## config.mk

```make
export PLATFORM = sky130hd
export DESIGN_NAME = dff_ram_param
export DESIGN_NICKNAME = d
export VERILOG_FILES = /design/src/rtl/dff_ram_param.sv
export SDC_FILE = /design/constraint.sdc
export NUM_CORES = 1
export LEC_CHECK = 0
export ABC_CLOCK_PERIOD_IN_PS = 7400
export CORE_ASPECT_RATIO = 1.2
export CORE_MARGIN = 8
export CORE_UTILIZATION = 40
export CTS_CLUSTER_DIAMETER = 200
export DETAILED_ROUTE_END_ITERATION = 10
export GPL_TIMING_DRIVEN = 1
export PLACE_DENSITY_LB_ADDON = 0.12
export SETUP_SLACK_MARGIN = 0.4
export SLEW_MARGIN = 20
export SYNTH_ARGS = -nofsm -noshare
export SYNTH_HDL_FRONTEND = slang
export SYNTH_SLANG_ARGS = --single-unit
```

## constraint.sdc

```tcl
create_clock -name clk -period 7.4 [get_ports clk]
set_input_delay 1.48 -clock clk [delete_from_list [all_inputs] [get_ports clk]]
set_output_delay 1.48 -clock clk [all_outputs]
set_load 0.01 [all_outputs]
```

## src/rtl/dff_ram_param.sv

```systemverilog
// Parametrised single-port flip-flop RAM with lane write mask, optional output
// register, read-valid strobe and a post-reset clear sequencer.
//
// Ports:
//   clk      : clock, rising edge
//   rst      : synchronous reset, active high
//   en       : access enable, active low
//   wr       : 0 = write, 1 = read (sampled when en = 0)
//   address  : word address
//   wmask    : per-lane write enable, lane i = bits i*LANE_W +: LANE_W
//   data_in  : write data
//   data_out : read data, held until the next read completes
//   rd_valid : one-cycle pulse when data_out takes new read data
//   busy     : high while the clear sequencer runs; accesses ignored
module dff_ram_param #(
    parameter  int DATA_W       = 72,
    parameter  int DEPTH        = 4,
    parameter  int LANE_W       = 8,
    parameter  int OUT_REG      = 0,
    parameter  int CLEAR_ON_RST = 1,
    localparam int NLANES       = DATA_W / LANE_W,
    localparam int ADDR_W       = $clog2(DEPTH)
) (
    input  logic              clk,
    input  logic              rst,
    input  logic              en,
    input  logic              wr,
    input  logic [ADDR_W-1:0] address,
    input  logic [NLANES-1:0] wmask,
    input  logic [DATA_W-1:0] data_in,
    output logic [DATA_W-1:0] data_out,
    output logic              rd_valid,
    output logic              busy
);

    if (DATA_W % LANE_W != 0) begin : g_bad_lane
        $error("dff_ram_param: DATA_W must be a multiple of LANE_W");
    end

    typedef enum logic {
        CLEAR,
        READY
    } state_t;

    state_t            state;
    logic [ADDR_W-1:0] ptr;
    logic [DATA_W-1:0] mem [DEPTH];

    logic              in_range;
    logic              rd_issue;
    logic              wr_go;
    logic [DATA_W-1:0] rdata;

    // Only a non power-of-two depth leaves unused address codes.
    if ((1 << ADDR_W) == DEPTH) begin : g_pow2
        assign in_range = 1'b1;
    end else begin : g_npow2
        assign in_range = {1'b0, address} < (ADDR_W + 1)'(DEPTH);
    end

    assign rd_issue = (state == READY) && !en && wr;
    assign wr_go    = (state == READY) && !en && !wr && in_range;
    assign rdata    = in_range ? mem[address] : '0;

    // Clear sequencer: one zeroed word per cycle, then idle in READY.
    always_ff @(posedge clk) begin
        if (rst) begin
            ptr <= '0;
            if (CLEAR_ON_RST != 0) begin
                state <= CLEAR;
                busy  <= 1'b1;
            end else begin
                state <= READY;
                busy  <= 1'b0;
            end
        end else if (state == CLEAR) begin
            ptr <= ptr + 1'b1;
            if (ptr == ADDR_W'(DEPTH - 1)) begin
                state <= READY;
                busy  <= 1'b0;
                ptr   <= '0;
            end
        end
    end

    // Storage is never reset directly; the sequencer zeroes it instead.
    always_ff @(posedge clk) begin
        if (!rst) begin
            if (state == CLEAR) begin
                mem[ptr] <= '0;
            end else if (wr_go) begin
                for (int i = 0; i < NLANES; i++) begin
                    if (wmask[i]) begin
                        mem[address][i*LANE_W +: LANE_W] <=
                            data_in[i*LANE_W +: LANE_W];
                    end
                end
            end
        end
    end

    if (OUT_REG != 0) begin : g_oreg
        logic              s1_valid;
        logic [DATA_W-1:0] s1_data;

        always_ff @(posedge clk) begin
            if (rst) begin
                s1_valid <= 1'b0;
                s1_data  <= '0;
                rd_valid <= 1'b0;
                data_out <= '0;
            end else begin
                s1_valid <= rd_issue;
                if (rd_issue) begin
                    s1_data <= rdata;
                end
                rd_valid <= s1_valid;
                if (s1_valid) begin
                    data_out <= s1_data;
                end
            end
        end
    end else begin : g_nreg
        always_ff @(posedge clk) begin
            if (rst) begin
                rd_valid <= 1'b0;
                data_out <= '0;
            end else begin
                rd_valid <= rd_issue;
                if (rd_issue) begin
                    data_out <= rdata;
                end
            end
        end
    end

endmodule
```

## Word level (Yosys, flattened, before mapping)

Memory sizes are Yosys's and may differ from the RTL's. A register that Yosys moved wholly into a read port is not among the register bits.
Cells that the tools add are included.

| operators by class | value |
|---|---|
| add/subtract/negate cells | 1 |
| eq/ne operators | 1 |
| mux-type cells | 54 |
| bitwise gates (word level) | 1 |
| reduce and logical (&&, ||, !) cells | 7 |

Operators by type and width:

| operator | count |
|---|---|
| 72-bit two-way mux | 1 |
| 72-bit OR reduction | 1 |
| 1-bit two-way mux | 50 |
| 9-bit two-way mux | 1 |
| 2-bit two-way mux | 2 |
| 1-bit logical AND | 3 |
| 2-bit by 1-bit adder with 2-bit output, second input constant | 1 |
| 2-bit equality test, second input constant | 1 |
| 1-bit logical NOT | 2 |
| 2-bit AND reduction | 1 |
| 1-bit NOT | 1 |

| storage, ports and cells | value |
|---|---|
| register bits | 5 |
| memory bits (writable) | 288 |
| bits of input ports | 87 |
| word-level logic and storage cells | 69 |
| memories kept | 1 |

Memories:

| name | words | bits a word | read ports | clocked after memory_dff | write ports | line | text |
|---|---|---|---|---|---|---|---|
| mem | 4 | 72 | 1 | 1 | 1 | 47 | `logic [DATA_W-1:0] mem [DEPTH];` |

## Longest topological paths before layout

| logic depth | value |
|---|---|
| depth in word-level cells | 9 |
| gate-level depth with buffers | 6 |

## Worst setup path before layout

No wires, ideal clock.

| path | value |
|---|---|
| kind | input to register |
| start | input en |
| end | memory mem[3][48] (enable) |
| setup time | 0.370 ns |
| arrival time | 3.128 ns |
| setup slack | 3.901 ns |
| stages | 5 |
| cell sequence | or4b_4 -> a31oi_4 -> buf_6 -> mux2_4 -> nor2_1 |

| on the way | value |
|---|---|
| longest elaborated chain between the ends | 9 |
| elaborated cells between the ends (all ways) | 42 |
| classes of those cells | mux: 38; reduce/logical: 4 |

Ends and longest elaborated chain:

| what | line | text |
|---|---|---|
| from (decl) | 26 | `input logic en,` |
| 1-bit logical NOT * | 62 | `assign wr_go = (state == READY) && !en && !wr && in_range;` |
| 1-bit logical AND * (2 in series) | 62 |  |
| 1-bit two-way mux | 91 | `end else if (wr_go) begin` |
| 1-bit two-way mux | 89 | `if (state == CLEAR) begin` |
| 1-bit two-way mux | 88 | `if (!rst) begin` |
| 1-bit two-way mux (not written as such) | 94 | `mem[address][i*LANE_W +: LANE_W] <=` |
| 72-bit OR reduction (no line) | - |  |
| 2-bit two-way mux (no line) or 9-bit two-way mux (tied branches) | - |  |
| to (decl) | 47 |  |

Mark *: on every way between the ends. The rest lies on a longest branch, timed or not.

## Worst setup path in the final report

| path | value |
|---|---|
| start | input wmask[5] |
| end | memory mem[2][58] (enable) |

| on the way | value |
|---|---|
| longest elaborated chain between the ends | 7 |
| elaborated cells between the ends (all ways) | 8 |
| classes of those cells | mux: 7; reduce/logical: 1 |

Ends and longest elaborated chain:

| what | line | text |
|---|---|---|
| from (decl) | 29 | `input logic [NLANES-1:0] wmask,` |
| 1-bit two-way mux * | 93 | `if (wmask[i]) begin` |
| 1-bit two-way mux * | 91 |  |
| 1-bit two-way mux * | 89 |  |
| 1-bit two-way mux * | 88 |  |
| 1-bit two-way mux (not written as such) * | 94 |  |
| 72-bit OR reduction (no line) * | - |  |
| 2-bit two-way mux (no line) or 9-bit two-way mux (tied branches) | - |  |

Marked as above.

==> flow_summary.json <==
{
  "status": "completed",
  "ctsHoldBuffers": 0,
  "netlist_top_cells_area": "edfxtp_1, mux4_2, dfxtp_1",
  "worstMarginPinSlew_ns": 1.018,
  "drc": 0,
  "finalHoldViolations": 0,
  "slew_headroom": 0.3210,
  "drt-initial-drc-count": 429,
  "antenna_found_initial": 1,
  "grt_pass1_vias": 8019,
  "setup_viol": 0,
  "synth_nets": 949,
  "yosysWarnings": 0,
  "grt_pass1_wl_um": 48090,
  "globalplace.congestion": 0.7138,
  "power.leakage_uw": 0.005540,
  "cp.required_ns": 7.55,
  "arrival_ns": 4.50,
  "htreeDepth": 2,
  "synth_edf_count": 288,
  "post-place-cells": 1432,
  "track_usage": 0.1554,
  "ys.flop_type": "edfxtp_1",
  "setup_tns_ns": 0,
  "ir_drop_uv": 148.4,
  "fp.dieH_um": 219.8,
  "syn_to_final_growth_pct": 22.73,
  "worst-path-buf-inv": 1,
  "synth_area_per_cell_sq_um": 16.08,
  "drv_cap": 0,
  "cp_slowest_cell": "mux2i_2",
  "synthXorXnorAreaFrac": 0,
  "synth_largest_area_cell": "edfxtp_1",
  "cp-end-kind": "register",
  "wirelength_met1_um": 13290,
  "drive_above_1_share": 0.1364,
  "die-area_sq_mm": 0.04084,
  "fin_crit_sh": 0.5877,
  "ys_seq_area_frac": 0.7361,
  "avgViaCountPerCell": 5.005,
  "skew_ns": 0.01083,
  "drv_slew": 0,
  "first_pass_iters": 8,
  "synth_cell_types": 25,
  "yosys-top-cells-count": "edfxtp_1, nand2_1, dfxtp_1",
  "synthMuxAreaShare": 0.1211,
  "post_cts_buffers": 0,
  "postSynth.asyncResetShare": 0,
  "io_pins": 161,
  "ant_nets": 0,
  "vias": 7493,
  "cts.path.max_buffers": 3,
  "yosys.area_share.simple": 0.09237,
  "wl_met2_um": 15810,
  "p_per_area_mw_per_mm2": 270.8,
  "rsz0062_at_grt": "false",
  "syn-cell-area_sq_mm": 0.01384,
  "crit_type": "input port to register",
  "fmax_mhz": 229.9,
  "ys_ff_latch": 365,
  "dp_hpwl_um": 20820,
  "critical_path.top_delay_family": "simple AND/OR/NAND/NOR gates",
  "highest_layer": "met5",
  "rows": 74,
  "start_util": 0.4063,
  "coreArea_sq_mm": 0.03407,
  "crit_chain": "clkdlybuf4s50_1, nor4_1, a31oi_4, mux2i_2, nor2_1",
  "met3_wirelength_um": 1777,
  "synth_top_family_by_area": "multiplexers",
  "fp.dieW_um": 185.8,
  "totalWireLength_um": 31460,
  "max_stage_delay_ns": 0.87,
  "ctsResizeCount": 0,
  "synth_top_area_share": 0.6247,
  "clk_latency_ns": 0.50,
  "yosysMostFrequentCell": "edfxtp_1",
  "netlist_instances": 861,
  "grt_max_degree": 88,
  "path_clk_slew_ns": 0.06,
  "io_buffers": 160,
  "start_kind": "input port",
  "hold_path.class": "register to register",
  "wl_per_cell_um": 21.02,
  "cts_tree": "built",
  "min_period_ns": 4.349,
  "n_antenna_cell": 0,
  "cp_max_fo": 23,
  "numCtsBuffers": 37,
  "cts_root_buf": "clkbuf_16",
  "grt_overflow": 0,
  "finalNonFillerCells": 1497,
  "fin_nets": 1103,
  "cts.sink_count": 365,
  "synth-compound-area-share": 0.03335,
  "synthAdderAreaFrac": 0.0009038
}
## cells by family (layout without fill, tap and decap cells)
family / count (synthesis) / count (layout)
AO/OA/AOI/OAI: 84 / 84
adder cells (fa/ha/maj): 1 / 1
buffers and inverters: 51 / 231
flip-flops: 365 / 365
multiplexers: 77 / 77
AND/OR/NAND/NOR: 283 / 283
## per-stage QoR
| stage | total power (uW) | instance area (sq um) | hold slack (ns) | setup slack (ns) | util |
|---|---|---|---|---|---|
| global route | 4766 | 16990 | 0.4698 | 2.907 | 0.4986 |
| floorplan | 2706 | 13840 | 0.4805 | 3.901 | - |
| global placement | 2883 | 15840 | 0.4442 | 2.560 | 0.4649 |
| detailed placement | 2892 | 15840 | 0.4461 | 2.564 | 0.4649 |
| CTS | 4656 | 16990 | 0.4543 | 3.074 | 0.4986 |
| finish | 4600 | 16990 | 0.4512 | 3.051 | 0.4986 |
## worst reg2reg max path: cells and delay by family, from the launching register on
family,cells,cell delay [ns]
and+or+nand+nor,2,1.05
muxes,1,0.88
DFF,1,0.81
AOI/OAI and AO/OA,1,0.57
## state kept, by name, summed over array words and instances (netlist names)
signal and count:
data_out 72, state 1, busy 1, ptr 2
mem 288, rd_valid 1
## placed cells by master (no fill, tap or decap), types with 2 or more instances in the layout
| cell | Yosys | routed |
|---|---|---|
| clkbuf_8 | 0 | 8 |
| a21o_1 | 10 | 10 |
| buf_4 | 2 | 9 |
| dfxtp_1 | 77 | 77 |
| clkbuf_16 | 0 | 38 |
| mux4_2 | 72 | 72 |
| clkdlybuf4s50_1 | 0 | 157 |
| clkinv_2 | 0 | 6 |
| nor3_1 | 2 | 2 |
| and2_1 | 72 | 72 |
| mux2i_2 | 0 | 3 |
| nand2_1 | 155 | 155 |
| nor2_1 | 45 | 45 |
| a21oi_1 | 73 | 73 |
| clkbuf_1 | 25 | 11 |
| nor2b_1 | 4 | 4 |
| edfxtp_1 | 288 | 288 |
## power breakdown
| part | internal [uW] | switching, uW | total, uW |
|---|---|---|---|
| sequential | 2390 | 50.1 | 2440 |
| clock | 1030 | 736 | 1760 |
| combinational | 167 | 226 | 393 |
| total | 3590 | 1010 | 4600 |
## layer usage
metal | GRT usage | vias up
met5 | 0 | -
met4 | 0.03789 | 2
met3 | 0.03394 | 43
met2 | 0.2646 | 183
met1 | 0.1997 | 3759
li1 | - | 3506
## worst paths after layout
kind,startpoint,to,slack [ns],depth (start not counted)
max,wmask[5],mem[2][58]$_DFFE_PP_,3.05,5
min,data_out[10]$_SDFFE_PP0P_,data_out[10]$_SDFFE_PP0P_,0.45,2
max reg2reg,state$_SDFF_PP0_,mem[2][58]$_DFFE_PP_,3.73,4
min reg2reg,data_out[10]$_SDFFE_PP0P_,data_out[10]$_SDFFE_PP0P_,0.45,2
## final cells by class
class	count	area, sq um
clock buffer	57	1102
clock inverter	8	46.29
fill	3046	17080
multi-input combinational	445	3442
sequential	365	10190
tap	456	570.5
timing repair buffer	166	1639
Power figures use the tool's default switching activity.
